**src/rtl/trace_rd_pkg.sv**
```systemverilog
// ---------------------------------------------------------------------------
// trace_rd_pkg
//  Shared definitions for the trace buffer readout path:
//    - state_e     : readout FSM states
//    - TRACE_MAGIC : default tag carried in the frame header
//    - hdr_word()  : 32-bit header word {tag, limit}
//    - trl_word()  : 32-bit trailer word {count, folded checksum}
// ---------------------------------------------------------------------------
package trace_rd_pkg;

  typedef enum logic [2:0] {
    ST_IDLE,
    ST_HDR,
    ST_RD,
    ST_CAPT,
    ST_SEND,
    ST_TRL,
    ST_DONE
  } state_e;

  localparam logic [15:0] TRACE_MAGIC = 16'h7B01;

  // Header for a 32-bit payload: tag in the upper half, word limit below.
  function automatic logic [31:0] hdr_word(input logic [15:0] magic,
                                           input logic [15:0] limit);
    return {magic, limit};
  endfunction

  // Trailer: word count in the upper half, the 32-bit running XOR folded
  // down to 16 bits in the lower half.
  function automatic logic [31:0] trl_word(input logic [15:0] cnt,
                                           input logic [31:0] cs);
    return {cnt, cs[31:16] ^ cs[15:0]};
  endfunction

endpackage

```
**src/rtl/trace_out_reg.sv**
```systemverilog
// ---------------------------------------------------------------------------
// trace_out_reg
//  Output holding register for the framed stream. The FSM loads a word
//  (valid rises) and clears valid after the handshake. The data register is
//  only written on load, so the word stays stable for as long as the host
//  stalls.
// Ports:
//  clk    in   1  clock
//  rst_n  in   1  asynchronous active-low reset
//  load   in   1  capture din and raise valid
//  clear  in   1  drop valid (word was accepted)
//  din    in   W  word to present
//  data   out  W  presented word
//  valid  out  1  word is pending on the stream
// ---------------------------------------------------------------------------
module trace_out_reg #(
  parameter int W = 32
) (
  input  logic         clk,
  input  logic         rst_n,
  input  logic         load,
  input  logic         clear,
  input  logic [W-1:0] din,
  output logic [W-1:0] data,
  output logic         valid
);

  logic [W-1:0] data_q, data_d;
  logic         valid_q, valid_d;

  // load has priority so a clear and a new word in the same cycle would
  // still present the new word.
  always_comb begin
    data_d  = data_q;
    valid_d = valid_q;
    if (clear) begin
      valid_d = 1'b0;
    end
    if (load) begin
      data_d  = din;
      valid_d = 1'b1;
    end
  end

  always_ff @(posedge clk or negedge rst_n) begin
    if (!rst_n) begin
      data_q  <= '0;
      valid_q <= 1'b0;
    end else begin
      data_q  <= data_d;
      valid_q <= valid_d;
    end
  end

  assign data  = data_q;
  assign valid = valid_q;

endmodule

```
**src/rtl/trace_buffer_reader.sv**
```systemverilog
// ---------------------------------------------------------------------------
// trace_buffer_reader
//  Readout side of the debug trace buffer. On a host request it drains the
//  buffer one word at a time and frames the words as header + data + trailer
//  on a valid/ready stream toward the JTAG host bridge. Trace capture is
//  frozen for the whole readout so the buffer cannot change under the read.
// Ports:
//  clk         in   1     clock shared with trace_buffer
//  reset       in   1     asynchronous active-low reset
//  start       in   1     readout request, only honoured when idle
//  max_words   in   Cntw  word limit (0 or above TB_Depth means TB_Depth)
//  tb_empty    in   1     trace buffer empty flag
//  tb_rd       out  1     one-cycle read strobe to the trace buffer
//  tb_dout     in   Fpay  read data, valid the cycle after tb_rd
//  freeze      out  1     disables trace capture while high
//  out_data    out  Fpay  framed stream data
//  out_valid   out  1     stream valid
//  out_ready   in   1     stream ready from the host bridge
//  busy        out  1     readout in progress
//  words_sent  out  Cntw  data words accepted by the host in this/last frame
// ---------------------------------------------------------------------------
module trace_buffer_reader
  import trace_rd_pkg::*;
#(
  parameter int          Fpay     = 32,
  parameter int          TB_Depth = 512,
  parameter logic [15:0] MAGIC    = TRACE_MAGIC,
  localparam int         Cntw     = $clog2(TB_Depth + 1)
) (
  input  logic            clk,
  input  logic            reset,
  input  logic            start,
  input  logic [Cntw-1:0] max_words,
  input  logic            tb_empty,
  output logic            tb_rd,
  input  logic [Fpay-1:0] tb_dout,
  output logic            freeze,
  output logic [Fpay-1:0] out_data,
  output logic            out_valid,
  input  logic            out_ready,
  output logic            busy,
  output logic [Cntw-1:0] words_sent
);

  state_e            state_q, state_d;
  logic              freeze_q, freeze_d;
  logic              busy_q, busy_d;
  logic [Cntw-1:0]   limit_q, limit_d;
  logic [Cntw-1:0]   words_sent_q, words_sent_d;
  logic [31:0]       checksum_q, checksum_d;

  logic [Cntw-1:0]   limit_clamp;
  logic [Fpay-1:0]   hdr_full;
  logic [Fpay-1:0]   trl_full;
  logic              out_load;
  logic              out_clear;
  logic [Fpay-1:0]   out_din;
  logic              rd_strobe;
  logic              xfer;

  // A zero limit or one beyond the buffer depth reads the whole buffer.
  always_comb begin
    if (max_words == '0 || max_words > Cntw'(TB_Depth)) begin
      limit_clamp = Cntw'(TB_Depth);
    end else begin
      limit_clamp = max_words;
    end
  end

  // The header is loaded on the IDLE->HDR transition, before limit_q holds
  // the new value, so it is built from the clamped request directly.
  generate
    if (Fpay == 32) begin : g_hdr_narrow
      assign hdr_full = hdr_word(MAGIC, 16'(limit_clamp));
    end else begin : g_hdr_wide
      assign hdr_full = {MAGIC, (Fpay - 16)'(limit_clamp)};
    end
  endgenerate

  assign trl_full = Fpay'(trl_word(16'(words_sent_q), checksum_q));

  assign xfer = out_valid & out_ready;

  always_comb begin
    state_d      = state_q;
    freeze_d     = freeze_q;
    busy_d       = busy_q;
    limit_d      = limit_q;
    words_sent_d = words_sent_q;
    checksum_d   = checksum_q;
    out_load     = 1'b0;
    out_clear    = 1'b0;
    out_din      = '0;
    rd_strobe    = 1'b0;

    case (state_q)
      ST_IDLE: begin
        if (start) begin
          limit_d      = limit_clamp;
          words_sent_d = '0;
          checksum_d   = '0;
          freeze_d     = 1'b1;
          busy_d       = 1'b1;
          out_load     = 1'b1;
          out_din      = hdr_full;
          state_d      = ST_HDR;
        end
      end

      ST_HDR: begin
        if (xfer) begin
          out_clear = 1'b1;
          state_d   = ST_RD;
        end
      end

      // The stream register is always empty here, so a read never overlaps
      // a pending word and at most one read is ever outstanding.
      ST_RD: begin
        if (tb_empty || words_sent_q == limit_q) begin
          out_load = 1'b1;
          out_din  = trl_full;
          state_d  = ST_TRL;
        end else begin
          rd_strobe = 1'b1;
          state_d   = ST_CAPT;
        end
      end

      ST_CAPT: begin
        out_load = 1'b1;
        out_din  = tb_dout;
        state_d  = ST_SEND;
      end

      ST_SEND: begin
        if (xfer) begin
          out_clear    = 1'b1;
          words_sent_d = words_sent_q + 1'b1;
          checksum_d   = checksum_q ^ out_data[31:0];
          state_d      = ST_RD;
        end
      end

      ST_TRL: begin
        if (xfer) begin
          out_clear = 1'b1;
          state_d   = ST_DONE;
        end
      end

      ST_DONE: begin
        freeze_d = 1'b0;
        busy_d   = 1'b0;
        state_d  = ST_IDLE;
      end

      default: begin
        freeze_d = 1'b0;
        busy_d   = 1'b0;
        state_d  = ST_IDLE;
      end
    endcase
  end

  always_ff @(posedge clk or negedge reset) begin
    if (!reset) begin
      state_q      <= ST_IDLE;
      freeze_q     <= 1'b0;
      busy_q       <= 1'b0;
      limit_q      <= '0;
      words_sent_q <= '0;
      checksum_q   <= '0;
    end else begin
      state_q      <= state_d;
      freeze_q     <= freeze_d;
      busy_q       <= busy_d;
      limit_q      <= limit_d;
      words_sent_q <= words_sent_d;
      checksum_q   <= checksum_d;
    end
  end

  trace_out_reg #(
    .W (Fpay)
  ) u_out_reg (
    .clk   (clk),
    .rst_n (reset),
    .load  (out_load),
    .clear (out_clear),
    .din   (out_din),
    .data  (out_data),
    .valid (out_valid)
  );

  // The strobe depends on the live empty flag, so it is decoded rather than
  // registered; it is high only for the single RD cycle that issues a read.
  assign tb_rd      = rd_strobe;
  assign freeze     = freeze_q;
  assign busy       = busy_q;
  assign words_sent = words_sent_q;

endmodule
```
**config.mk**
```make
export PLATFORM = sky130hd
export DESIGN_NAME = trace_buffer_reader
export DESIGN_NICKNAME = d
export VERILOG_FILES = /design/src/rtl/trace_rd_pkg.sv /design/src/rtl/trace_out_reg.sv /design/src/rtl/trace_buffer_reader.sv
export SDC_FILE = /design/constraint.sdc
export NUM_CORES = 1
export LEC_CHECK = 0
export CORE_ASPECT_RATIO = 1.5
export CORE_UTILIZATION = 56
export DETAILED_ROUTE_END_ITERATION = 16
export GPL_TIMING_DRIVEN = 0
export PLACE_DENSITY = 0.84
export SLEW_MARGIN = 20
export SYNTH_ARGS = -nofsm -noshare
export SYNTH_HDL_FRONTEND = slang
export SYNTH_SLANG_ARGS = --single-unit
```
**constraint.sdc**
```tcl
create_clock -name clk -period 4.7 [get_ports clk]
set_input_delay 0.705 -clock clk [delete_from_list [all_inputs] [get_ports clk]]
set_output_delay 0.705 -clock clk [all_outputs]
set_load 0.01 [all_outputs]
```
==> impl_metrics.env <==
export IMPL_outcome="complete, no violations"
export IMPL_fin_ws_ps=1240
export IMPL_clk_pin_slew_worst_paths_ps=60
export IMPL_p_leak_nw=2.68
export IMPL_ctsHtreeMaxLevel=3
export IMPL_synthTopCellsByCount="dfrtp_1 (89), nand2_1 (65), nor2_1 (54)"
export IMPL_drtIter0Drc=363
export IMPL_yosysWarnings=0
export IMPL_r2r_cells=7
export IMPL_yosys_area_top_type="dfrtp_1"
export IMPL_drv_cap=0
export IMPL_port_buffers=92
export IMPL_clkLatencyLatePin_ps=340
export IMPL_synth_distinct_cells=47
export IMPL_netlist_area_leader_share_pct=48.6
export IMPL_final_hold_violation_count=0
export IMPL_start_kind="flip-flop"
export IMPL_io_pins=93
export IMPL_finalCritPeriodShare_pct=73.6
export IMPL_fmax_ghz=0.289
export IMPL_synth_edf_count=0
export IMPL_clock_sinks=89
export IMPL_antenna_found_initial=0
export IMPL_ys_ff_latch=89
export IMPL_dpl_cell_count=643
export IMPL_start_util_pct=57.6
export IMPL_grt_usage_pct=31.9
export IMPL_crit_fanout=10
export IMPL_root_buffer="clkbuf_16"
export IMPL_multi_input_area_um2=2160
export IMPL_drc=0
export IMPL_power_density_nw_per_um2=434
export IMPL_numCtsBuffers=9
export IMPL_synth_compound_area_share_pct=10.7
export IMPL_peakVddDrop_v=0.000338
export IMPL_synth_cells=445
export IMPL_synth_simple_gate_area_share_pct=15.0
export IMPL_area_growth_pct=30.6
export IMPL_n_fill_cell=537
export IMPL_p_total_mw=2.60
export IMPL_netlist_area_um2=4580
export IMPL_vias=3800
export IMPL_wire_per_inst_um=19.0
export IMPL_skew_ps=7.05
export IMPL_coreArea_um2=7960
export IMPL_clockBufferDepth=2
export IMPL_reg2reg_from="state_q[1]$_DFFE_PN0P_"
export IMPL_critPathKind="flip-flop to output port"
export IMPL_final_max_slew_violation_count=0
export IMPL_cts_setup_buffers=0
export IMPL_gp_congestion=0.867
export IMPL_cts_tree="built"
export IMPL_final_seq_area_um2=2230
export IMPL_synth_nets=496
export IMPL_synth_flop_cell="dfrtp_1"
export IMPL_cp_required_ps=3990
export IMPL_ant_nets=0
export IMPL_routed_wl_mm=12.5
export IMPL_endpoint_kind="output port"
export IMPL_fp_row_count=40
export IMPL_yosysMostFrequentCell="dfrtp_1"
export IMPL_drive_gt1_share_pct=10.1
export IMPL_synth_xor_area_share_pct=12.6
export IMPL_synthAdderAreaFrac_pct=1.09
export IMPL_worst_pin_slew_ps=645
export IMPL_fin_setup_tns_ps=0
export IMPL_cts_resized_gates=0
export IMPL_dp_worst_setup_slack_ps=1300
export IMPL_setup_viol=0
export IMPL_reg2reg_slack_ps=2300
export IMPL_grt_max_degree=56
export IMPL_arrival_ps=2760
export IMPL_die_h_um=113
export IMPL_dieArea_um2=8560
export IMPL_dr_pass1_iters=5
export IMPL_antenna_cells=0
export IMPL_crit_path_start="words_sent[2]$_DFFE_PN0P_"
export IMPL_layout_cells_non_filler=658
export IMPL_post_drt_via_cell_ratio=5.78
export IMPL_avgSynthCellArea_um2=10.3
export IMPL_synth_area_leaders="dfrtp_1 (49%), xor2_1 (8.2%), mux2_4 (5.6%)"
export IMPL_grt_first_pass_wirelength_mm=20.0
export IMPL_hold_class="input port to async pin"
export IMPL_slew_headroom_pct=57.0
export IMPL_cts_hold_buf=0
export IMPL_die_w_um=75.9
export IMPL_overflow=0
export IMPL_final_net_count=600
export IMPL_async_flop_share_pct=100
export IMPL_period_minus_slack_ps=3460
export IMPL_dp_hpwl_mm=9.01
export IMPL_rsz0062_at_grt="false"
export IMPL_muxShareOfSynthArea_pct=7.70
export IMPL_synth_top_family_by_area="simple AND/OR/NAND/NOR gates"
export IMPL_synth_seq_area_share_pct=48.6
export IMPL_grt_pass1_vias=3938
==> routing by layer <==
metal	GRT usage (%)	wire [µm]
met5	0	0
met4	14.2	422
met3	7.12	736
met2	53.0	6530
met1	38.5	4820
==> kinds of logic (layout without fill, tap and decap cells) <==
kind of cell	Yosys count	after routing
simple gates	151	151
flops	89	89
compound gates	68	68
xor+xnor	66	66
buf+inv	41	149
mux	26	26
fa+ha+maj	4	4
==> flip-flops by register name (all words and copies together) (netlist names) <==
name	count
limit_q	10
state_q	3
u_out_reg.data	32
checksum_q	32
words_sent	10
u_out_reg.valid	1
busy	1
==> final timing paths <==
check	end
max	tb_rd
min	checksum_q[5]$_DFFE_PN0P_
max reg2reg	u_out_reg.data[22]$_DFFE_PN0P_
min reg2reg	limit_q[4]$_DFFE_PN0P_
max in group asynchronous	u_out_reg.data[11]$_DFFE_PN0P_
min in group clk	limit_q[4]$_DFFE_PN0P_
==> through the flow <==
stage	utilization [%]	cell area, µm²	hold WS [ps]
floorplan	-	4580	409
global placement	70.8	5640	483
detailed placement	71.1	5660	498
CTS	75.3	5990	338
global route	75.3	5990	356
finish	75.3	5990	325
==> final cells by class <==
class | count | area share, %
plain buffers | 26 | 2.38
clock buffers | 12 | 3.95
clock inverters | 3 | 1.50
inverters | 15 | 0.940
multi-input cells | 315 | 36.0
flip-flops and latches | 89 | 37.2
well taps | 105 | 2.19
repair buffers | 93 | 15.8
==> placed cells by master, fill, tap and decap left out, types with 6 or more instances in the layout <==
master           count
nand2_1             65
clkbuf_16            9
o31ai_1             24
clkbuf_1            15
xnor2_1             23
a22oi_1              7
nor2_1              54
clkdlybuf4s50_1     91
buf_2                6
mux2_2               6
nand4_1              6
xor2_1              43
o21ai_0              9
dfrtp_1             89
a21oi_1              6
a22o_1               9
inv_1               14
mux2_4              17
==> where the power goes <==
group | internal (mW) | total, mW | switching [mW] | leakage (nW)
combinational | 0.361 | 0.754 | 0.393 | 1.34
clock | 0.517 | 0.798 | 0.281 | 0.157
sequential | 0.902 | 1.04 | 0.142 | 1.19
total | 1.78 | 2.60 | 0.816 | 2.68
==> worst max-delay path, stage by stage, from the launching register on <==
cell             delay (ps)
dfrtp_1                 500
xor2_1                  220
nor4_2                   90
a31oi_1                 290
buf_2                   330
buf_2                   300
nand2_1                 100
inv_1                    60
clkdlybuf4s50_1         520
No activity file was read; power rests on OpenSTA's default activity.
